$ cat config.mk
export PLATFORM = sky130hd
export DESIGN_NAME = mem_arbiter
export DESIGN_NICKNAME = d
export VERILOG_FILES = /design/src/rtl/mem_arbiter.sv
export SDC_FILE = /design/constraint.sdc
export NUM_CORES = 1
export LEC_CHECK = 0
export BUFFER_PORTS_ARGS = -buffer_cell sky130_fd_sc_hd__buf_2
export CAP_MARGIN = 25
export CELL_PAD_IN_SITES_DETAIL_PLACEMENT = 1
export CELL_PAD_IN_SITES_GLOBAL_PLACEMENT = 1
export CORE_MARGIN = 8
export CORE_UTILIZATION = 36
export CTS_CLUSTER_SIZE = 24
export DETAILED_ROUTE_END_ITERATION = 10
export GPL_ROUTABILITY_DRIVEN = 0
export PLACE_DENSITY_LB_ADDON = 0.2
export REMOVE_ABC_BUFFERS = 1
export SLEW_MARGIN = 20
export SYNTH_ARGS = -nofsm -noshare
export SYNTH_HDL_FRONTEND = slang
export SYNTH_SLANG_ARGS = --single-unit
$ cat constraint.sdc
create_clock -name clk -period 3.31 [get_ports clk]
set_input_delay 0.331 -clock clk [delete_from_list [all_inputs] [get_ports clk]]
set_output_delay 0.331 -clock clk [all_outputs]
set_load 0.02 [all_outputs]
$ cat src/rtl/mem_arbiter.sv
// ============================================================================
// Module     : mem_arbiter
// Description: Three-port arbiter for a single-port memory macro. It grants
//              one port at a time, with a fixed priority and anti-starvation
//              promotion, and sequences the precharge, sense and drive phases.
// Revision   : 1.0 - initial release
// ============================================================================
`default_nettype none

module mem_arbiter (
  input  logic        clk,
  input  logic        reset,
  input  logic [2:0]  req,
  input  logic [2:0]  we,
  input  logic [2:0]  sel0,
  input  logic [2:0]  sel1,
  input  logic [2:0]  sel2,
  input  logic [5:0]  addr0,
  input  logic [5:0]  addr1,
  input  logic [5:0]  addr2,
  input  logic [15:0] wdata0,
  input  logic [15:0] wdata1,
  input  logic [15:0] wdata2,
  input  logic [15:0] mem_read_in,
  output logic [2:0]  gnt,
  output logic [2:0]  done,
  output logic        err,
  output logic [15:0] rdata,
  output logic        rd_valid,
  output logic        busy,
  output logic [5:0]  mem_address,
  output logic [2:0]  mem_sel,
  output logic [15:0] mem_data_out,
  output logic        PC_B,
  output logic        WE,
  output logic        SE,
  output logic [1:0]  RorW
);

  typedef enum logic [2:0] {
    IDLE  = 3'd0,
    PRE   = 3'd1,
    SENSE = 3'd2,
    DRIVE = 3'd3,
    REL   = 3'd4
  } state_t;

  localparam logic [1:0] C_RW_IDLE  = 2'b00;
  localparam logic [1:0] C_RW_READ  = 2'b01;
  localparam logic [1:0] C_RW_WRITE = 2'b10;

  state_t      r_state, w_state_nxt;
  logic [2:0]  r_port, w_port_nxt;      // one-hot owner of the transaction
  logic        r_op_we, w_op_we_nxt;
  logic [15:0] r_wdata, w_wdata_nxt;
  logic [1:0]  r_wait1, w_wait1_nxt;
  logic [1:0]  r_wait2, w_wait2_nxt;

  logic [2:0]  w_gnt_nxt, w_done_nxt, w_mem_sel_nxt;
  logic        w_err_nxt, w_rd_valid_nxt, w_busy_nxt;
  logic        w_pc_b_nxt, w_we_nxt, w_se_nxt;
  logic [1:0]  w_rorw_nxt;
  logic [5:0]  w_mem_addr_nxt;
  logic [15:0] w_mem_data_nxt, w_rdata_nxt;

  logic [2:0]  w_win;
  logic        w_win_we;
  logic [2:0]  w_win_sel;
  logic [5:0]  w_win_addr;
  logic [15:0] w_win_wdata;
  logic        w_sel_ok;

  // Winner selection: a starved port (counter saturated) outranks base priority
  always_comb begin
    w_win = 3'b000;
    if (req[1] && (r_wait1 == 2'd3))      w_win = 3'b010;
    else if (req[2] && (r_wait2 == 2'd3)) w_win = 3'b100;
    else if (req[0])                      w_win = 3'b001;
    else if (req[1])                      w_win = 3'b010;
    else if (req[2])                      w_win = 3'b100;

    w_win_we    = we[0];
    w_win_sel   = sel0;
    w_win_addr  = addr0;
    w_win_wdata = wdata0;
    case (w_win)
      3'b010: begin
        w_win_we = we[1]; w_win_sel = sel1; w_win_addr = addr1; w_win_wdata = wdata1;
      end
      3'b100: begin
        w_win_we = we[2]; w_win_sel = sel2; w_win_addr = addr2; w_win_wdata = wdata2;
      end
      default: ;
    endcase

    w_sel_ok = (w_win_sel == 3'b001) || (w_win_sel == 3'b010) || (w_win_sel == 3'b100);
  end

  // Next state and next registered outputs; pulses default low, data holds
  always_comb begin
    w_state_nxt    = r_state;
    w_port_nxt     = r_port;
    w_op_we_nxt    = r_op_we;
    w_wdata_nxt    = r_wdata;
    w_wait1_nxt    = r_wait1;
    w_wait2_nxt    = r_wait2;
    w_gnt_nxt      = 3'b000;
    w_done_nxt     = 3'b000;
    w_err_nxt      = 1'b0;
    w_rd_valid_nxt = 1'b0;
    w_pc_b_nxt     = 1'b1;
    w_we_nxt       = 1'b0;
    w_se_nxt       = 1'b0;
    w_rorw_nxt     = RorW;
    w_mem_sel_nxt  = mem_sel;
    w_mem_addr_nxt = mem_address;
    w_mem_data_nxt = mem_data_out;
    w_rdata_nxt    = rdata;

    case (r_state)
      IDLE: begin
        if (|req) begin
          w_gnt_nxt  = w_win;
          w_port_nxt = w_win;
          if (w_win[1])                         w_wait1_nxt = 2'd0;
          else if (req[1] && r_wait1 != 2'd3)   w_wait1_nxt = r_wait1 + 2'd1;
          if (w_win[2])                         w_wait2_nxt = 2'd0;
          else if (req[2] && r_wait2 != 2'd3)   w_wait2_nxt = r_wait2 + 2'd1;
          if (w_sel_ok) begin
            w_state_nxt    = PRE;
            w_op_we_nxt    = w_win_we;
            w_wdata_nxt    = w_win_wdata;
            w_pc_b_nxt     = 1'b0;
            w_mem_addr_nxt = w_win_addr;
            w_mem_sel_nxt  = w_win_sel;
            w_rorw_nxt     = w_win_we ? C_RW_WRITE : C_RW_READ;
          end else begin
            // Bad bank select: flag it and drop straight to release, no memory activity
            w_err_nxt   = 1'b1;
            w_state_nxt = REL;
          end
        end
      end
      PRE: begin
        if (r_op_we) begin
          w_state_nxt    = DRIVE;
          w_we_nxt       = 1'b1;
          w_mem_data_nxt = r_wdata;
        end else begin
          w_state_nxt = SENSE;
          w_se_nxt    = 1'b1;
        end
      end
      SENSE: begin
        w_state_nxt    = REL;
        w_rdata_nxt    = mem_read_in;
        w_rd_valid_nxt = 1'b1;
        w_done_nxt     = r_port;
      end
      DRIVE: begin
        w_state_nxt = REL;
        w_done_nxt  = r_port;
      end
      REL: begin
        w_state_nxt   = IDLE;
        w_rorw_nxt    = C_RW_IDLE;
        w_mem_sel_nxt = 3'b000;
      end
      default: w_state_nxt = IDLE;
    endcase

    w_busy_nxt = (w_state_nxt != IDLE);
  end

  // State, transaction latches and all outputs update together on the clock
  always_ff @(posedge clk or posedge reset) begin
    if (reset) begin
      r_state      <= IDLE;
      r_port       <= 3'b000;
      r_op_we      <= 1'b0;
      r_wdata      <= 16'h0000;
      r_wait1      <= 2'd0;
      r_wait2      <= 2'd0;
      gnt          <= 3'b000;
      done         <= 3'b000;
      err          <= 1'b0;
      rd_valid     <= 1'b0;
      busy         <= 1'b0;
      PC_B         <= 1'b1;
      WE           <= 1'b0;
      SE           <= 1'b0;
      RorW         <= C_RW_IDLE;
      mem_sel      <= 3'b000;
      mem_address  <= 6'd0;
      mem_data_out <= 16'h0000;
      rdata        <= 16'h0000;
    end else begin
      r_state      <= w_state_nxt;
      r_port       <= w_port_nxt;
      r_op_we      <= w_op_we_nxt;
      r_wdata      <= w_wdata_nxt;
      r_wait1      <= w_wait1_nxt;
      r_wait2      <= w_wait2_nxt;
      gnt          <= w_gnt_nxt;
      done         <= w_done_nxt;
      err          <= w_err_nxt;
      rd_valid     <= w_rd_valid_nxt;
      busy         <= w_busy_nxt;
      PC_B         <= w_pc_b_nxt;
      WE           <= w_we_nxt;
      SE           <= w_se_nxt;
      RorW         <= w_rorw_nxt;
      mem_sel      <= w_mem_sel_nxt;
      mem_address  <= w_mem_addr_nxt;
      mem_data_out <= w_mem_data_nxt;
      rdata        <= w_rdata_nxt;
    end
  end

endmodule

`default_nettype wire

After elaboration in Yosys (flattened, before gate mapping)
Index checks and enable logic that the tools add are counted.

Bits of input ports: 99. Bits in registers: 82. Output and inout port bits: 55.

Multiplexer cells: 37. Add/sub/neg operators: 2. Reductions and logical operators: 19. Equality and inequality tests: 15.

Operator list (number): 3-bit two-way mux (12); 16-bit case mux with 2 select lines (1); 2-bit two-way mux (7); 3-bit by 2-bit == test with 1-bit output (second input constant) (4); 3-bit case mux with 2 select lines (2); 6-bit case mux with 2 select lines (1); 3-bit AND reduction (4); 1-bit two-way mux (11); 3-bit == test (second input constant) (3); 3-bit case mux with 3 select lines (1); 2-bit != test (second input constant) (4); 3-bit by 1-bit == test with 1-bit output (second input constant) (2); 2-bit nonzero test (3); 2-bit by 1-bit adder with 2-bit output (second input constant) (2); 2-bit == test (second input constant) (2); 1-bit logical AND (4); 2-bit case mux with 2 select lines (1); 2-bit AND reduction (2); 3-bit logical NOT (1); 3-bit nonzero test (1); 3-bit OR reduction (1); 1-bit logical OR (2); 1-bit case mux with 2 select lines (1); 2-bit OR reduction (1).

Longest topological paths before layout
Depth in word-level cells: 14. Depth in mapped cells: 10.

Worst setup path before layout
No wires, ideal clock.

Kind: reg-to-reg. From: register r_wait1[0]. To: register r_op_we. Stages on the path, launching flop included: 9. Data arrival time: 2392 ps. Required time: 3183 ps. Path slack: 791 ps. Library setup time: 127 ps. Path buffers: 1. Period minus slack after synthesis: 2519 ps. Cell sequence: dfrtp_1 -> ha_1 -> nand2b_1 -> a22oi_1 -> a222oi_1 -> nor4_1 -> a31o_2 -> buf_6 -> mux2_1.

Word-level cells in the longest chain between the ends: 9. Elaborated cells between the ends (all ways): 13.

RTL lines: from (decl) (RTL line 56) `logic [1:0] r_wait1, w_wait1_nxt;`; from (signal assigned) (RTL line 202) `r_wait1 <= w_wait1_nxt;`; 2-bit == test * (RTL line 76) `if (req[1] && (r_wait1 == 2'd3)) w_win = 3'b010;`; 1-bit logical AND * (RTL line 76); 3-bit two-way mux * (RTL line 76); 3-bit == test or 3-bit by 2-bit == test with 1-bit output (tied branches) (RTL line 86) `case (w_win)`; 3-bit case mux with 2 select lines (RTL line 86); 3-bit by 1-bit == test with 1-bit output or 3-bit by 2-bit == test with 1-bit output (tied branches) (RTL line 96) `w_sel_ok = (w_win_sel == 3'b001) || (w_win_sel == 3'b010) || (w_win_sel == 3'b100);`; 1-bit logical OR (2 in a row) (RTL line 96); 3-bit AND reduction (no line); to (signal assigned) (RTL line 200) `r_op_we <= w_op_we_nxt;`; to (decl) (RTL line 54) `logic r_op_we, w_op_we_nxt;`.

Every way passes the cells marked *; elsewhere a longest branch is shown, timed or not. A chain may end at the register's enable or synchronous reset.

Worst setup path in the final report
From: register r_wait2[0]. To: register r_wdata[15].

Word-level cells in the longest chain between the ends: 10. Elaborated cells between the ends (all ways): 14.

RTL lines: from (decl) (RTL line 57) `logic [1:0] r_wait2, w_wait2_nxt;`; from (signal assigned) (RTL line 203) `r_wait2 <= w_wait2_nxt;`; 2-bit == test * (RTL line 77) `else if (req[2] && (r_wait2 == 2'd3)) w_win = 3'b100;`; 1-bit logical AND * (RTL line 77); 3-bit two-way mux * (RTL line 77); 3-bit two-way mux * (RTL line 76); 3-bit == test or 3-bit by 2-bit == test with 1-bit output (tied branches) (RTL line 86); 3-bit case mux with 2 select lines (RTL line 86); 3-bit by 1-bit == test with 1-bit output or 3-bit by 2-bit == test with 1-bit output (tied branches) (RTL line 96); 1-bit logical OR (2 in a row) (RTL line 96); 3-bit AND reduction (no line); to (signal assigned) (RTL line 201) `r_wdata <= w_wdata_nxt;`; to (decl) (RTL line 55) `logic [15:0] r_wdata, w_wdata_nxt;`.

Marked as above.

==> impl_results.md <==
- # setup viols final: 0
- Yosys top cell by area: dfrtp_1
- Cell Area, Synth: 0.00356 mm^2
- Multi-input gate area: 0.00133 mm^2
- Nets: 537
- PD cells: 898 mW/mm^2
- Setup ws final: between 0.4 and 0.5 ns
- Seq cells post-synth: 82
- CP max FO: 16
- Endpoints failing hold: 0
- R2R Setup Slk: between 0.4 and 0.5 ns
- Mean Syn Cell Area: 12.8 um^2
- Worst setup startpoint: r_wait2[0]
- DRC violations left: 0
- Top cell type's share of synthesized area: 0.570
- Total grt overflow: 0
- Main synth FF type: dfrtp_1
- Total core area: slightly below 0.01 mm^2
- Clock power frac: 0.170
- CTS tree: done
- Crit path time final: 2.88 ns
- Reg-to-reg critical path endpoint: r_wdata[15]
- Clock root buffer: clkbuf_8
- First DRT Iteration DRCs: 141
- Leak: 2.42 nW
- Outcome: complete, no violations
- Power share of the sequential group: 0.397
- Final Cell Area: 0.00471 mm^2
- Max-Cap Viols: 0
- Post-CTS resize count: 0
- Area contributors post-synth: dfrtp_1 (57%), mux2_2 (10%), a222oi_1 (6.5%), mux2i_1 (6.2%), inv_1 (3.1%)
- # Post-CTS Setup Buffers: 0
- Placed Instance Area: 0.00451 mm^2
- Drt via density: 4.88
- Post-synth EDFFs: 0
- Share of cells above drive strength 1: 0.494
- P_sw: around 0.0016 W
- Fin util: 0.486
- Die extent in x: roughly 120 um
- Sw Ratio: 0.383
- DIE AREA: 0.0133 mm^2
- IO Pins: 154
- Count of cell types in the netlist: 43
- Number of global-route vias before repair: 3226
- Crit path DAT: approximately 3.1 ns
- Max Root-Sink Buffers: 2
- Num Clock Sinks: 82
- Crit Path Class: register to register
- Maximum clock frequency: 348 MHz
- R2r startpoint: r_wait2[0]
- Dpl hpwl: 7.51 mm
- Sequential fraction of the synthesis area: 0.577
- PortBufs: 153
- Combinational share of power: 0.433
- First-pass GRT wire length: approximately 15 mm
- TritonCTS Buffers: 9
- Worst IR Drop VDD: between 0.2 and 0.3 mV
- Via count: 2799
- Tcrit/Tclk final: 0.869
- RSZ-0062 raised after global routing: false
- Post-Route WL: 9.70 mm
- CTS Hold Bufs: 0
- Post-route ant nets: 0
- Worst hold path class: input port to async pin
- Die Y: 115 um
- Area growth syn-to-layout: 32.4%
- Overall power: about 0.0042 W
- Total GRT Usage: 0.147
- Crit path capture type: register
- Initial antenna violation count: 0
- Non-filler cells, final: 574
- Pint: about 0.0026 W
- Worst Tran Pin Value: 0.864 ns
- WL per Instance: between 15 and 20 um
- Worst reg2reg path depth: 9
- Final Max Tran Viols: 0
- Placed insts: 558
- Most frequent cell after synthesis: dfrtp_1
- Skew-Pair Late Insertion Delay: approximately 0.34 ns
- Core Rows: 36
- Dpl ws: 0.446 ns
- Ant diodes: 0
- Commonest cells in the netlist: dfrtp_1 (81), mux2_2 (33), inv_1 (29)
- Fraction of registers with async set/reset: 1.00
- Drt pass-1 iters: 5
- H-Tree Level Count: 3
- Syn Inst Count: 277
- Fill count: 1084
- Slew Limit Headroom: 0.424
- Critical Path RT: ~3.6 ns
- Synth Warn #: 0
- Launching element type of the critical path: register
- Starting Density: 0.367
- Clock skew: 0.0108 ns
- Largest net degree at the start of global routing: 67
- Register Area: 0.00205 mm^2
- Reg clk slew, reported paths: ~0.090 ns
- Crit path to: r_wdata[15]
==> kinds of logic after synthesis <==
family          share of synthesized area
fa+ha+maj                         0.00704
compound gates                      0.131
flops                               0.577
xor+xnor                          0.00493
simple gates                       0.0584
mux                                 0.170
buf+inv                            0.0521
==> layout by cell type, fill, tap and decap left out, types with 2 or more instances in the layout <==
master,synthesis,layout
a21o_1,6,6
a21oi_1,3,2
a222oi_1,23,23
a22o_1,4,4
and2_1,8,8
buf_2,1,153
buf_4,2,8
clkbuf_8,0,10
clkinv_4,0,2
clkinvlp_4,0,3
dfrtp_1,81,81
ha_1,2,2
inv_1,29,28
mux2_2,33,33
mux2i_1,22,22
nand2_1,10,10
nand2b_1,4,4
nand3_1,3,3
nor2_1,4,4
nor2b_1,2,2
nor3_1,2,2
o21ai_0,3,3
o31a_1,2,2
xnor2_1,2,2
==> power groups by stage <==
stage | Combinational, W | Sequential [W] | Clock [W]
floorplan | 0.000832 | 0.00203 | 0
finish | 0.00183 | 0.00168 | 0.000720
global route | 0.00200 | 0.00175 | 0.000789
CTS | 0.00187 | 0.00169 | 0.000751
global placement | 0.00181 | 0.00167 | 0
detailed placement | 0.00187 | 0.00170 | 0
==> worst max-delay path, stage by stage (launching register included) <==
cell and delay, ns:
dfrtp_1 0.41, ha_1 0.26, a21boi_1 0.16, o21a_1 0.23
buf_4 0.19, a221oi_2 0.47, xnor2_1 0.18, a31o_2 0.45
buf_12 0.23, mux2i_1 0.21
==> area by class of cell <==
cell class / count / area share
flip-flops and latches: 82 / 0.436
multi-input cells: 152 / 0.282
repair buffers: 162 / 0.180
well taps: 133 / 0.0353
clock buffers: 10 / 0.0292
inverters: 29 / 0.0242
clock inverters: 6 / 0.0141
==> flip-flops by register name (all words and copies together), names as in the netlist, 2 cells and up <==
name,flops
RorW,2
done,3
r_port,3
rdata,16
mem_sel,3
mem_data_out,16
r_state,3
mem_address,6
r_wdata,16
r_wait2,2
gnt,3
r_wait1,2
==> stage by stage <==
stage,TNS [ns],hold slack [ns]
detailed placement,0,0.436
global placement,0,0.433
finish,0,0.0463
CTS,0,0.0589
global route,0,0.0829
floorplan,-5.01,0.409
==> worst min-delay path by stage <==
stage,cells past startpoint,slack [ns],to
CTS,2,0.06,rdata[0]
global placement,1,0.43,SE
finish,2,0.05,rdata[0]
floorplan,1,0.41,SE
detailed placement,2,0.44,rdata[8]
global route,2,0.08,rdata[0]
==> layer usage <==
layer / GRT usage / vias up / share of wire
met3: 0.0546 / 11 / 0.096
met2: 0.241 / 117 / 0.48
met5: 0 / - / 0
met1: 0.175 / 1344 / 0.41
li1: - / 1327 / -
met4: 0.0420 / 0 / 0.012
No activity file was read; power rests on OpenSTA's default activity.
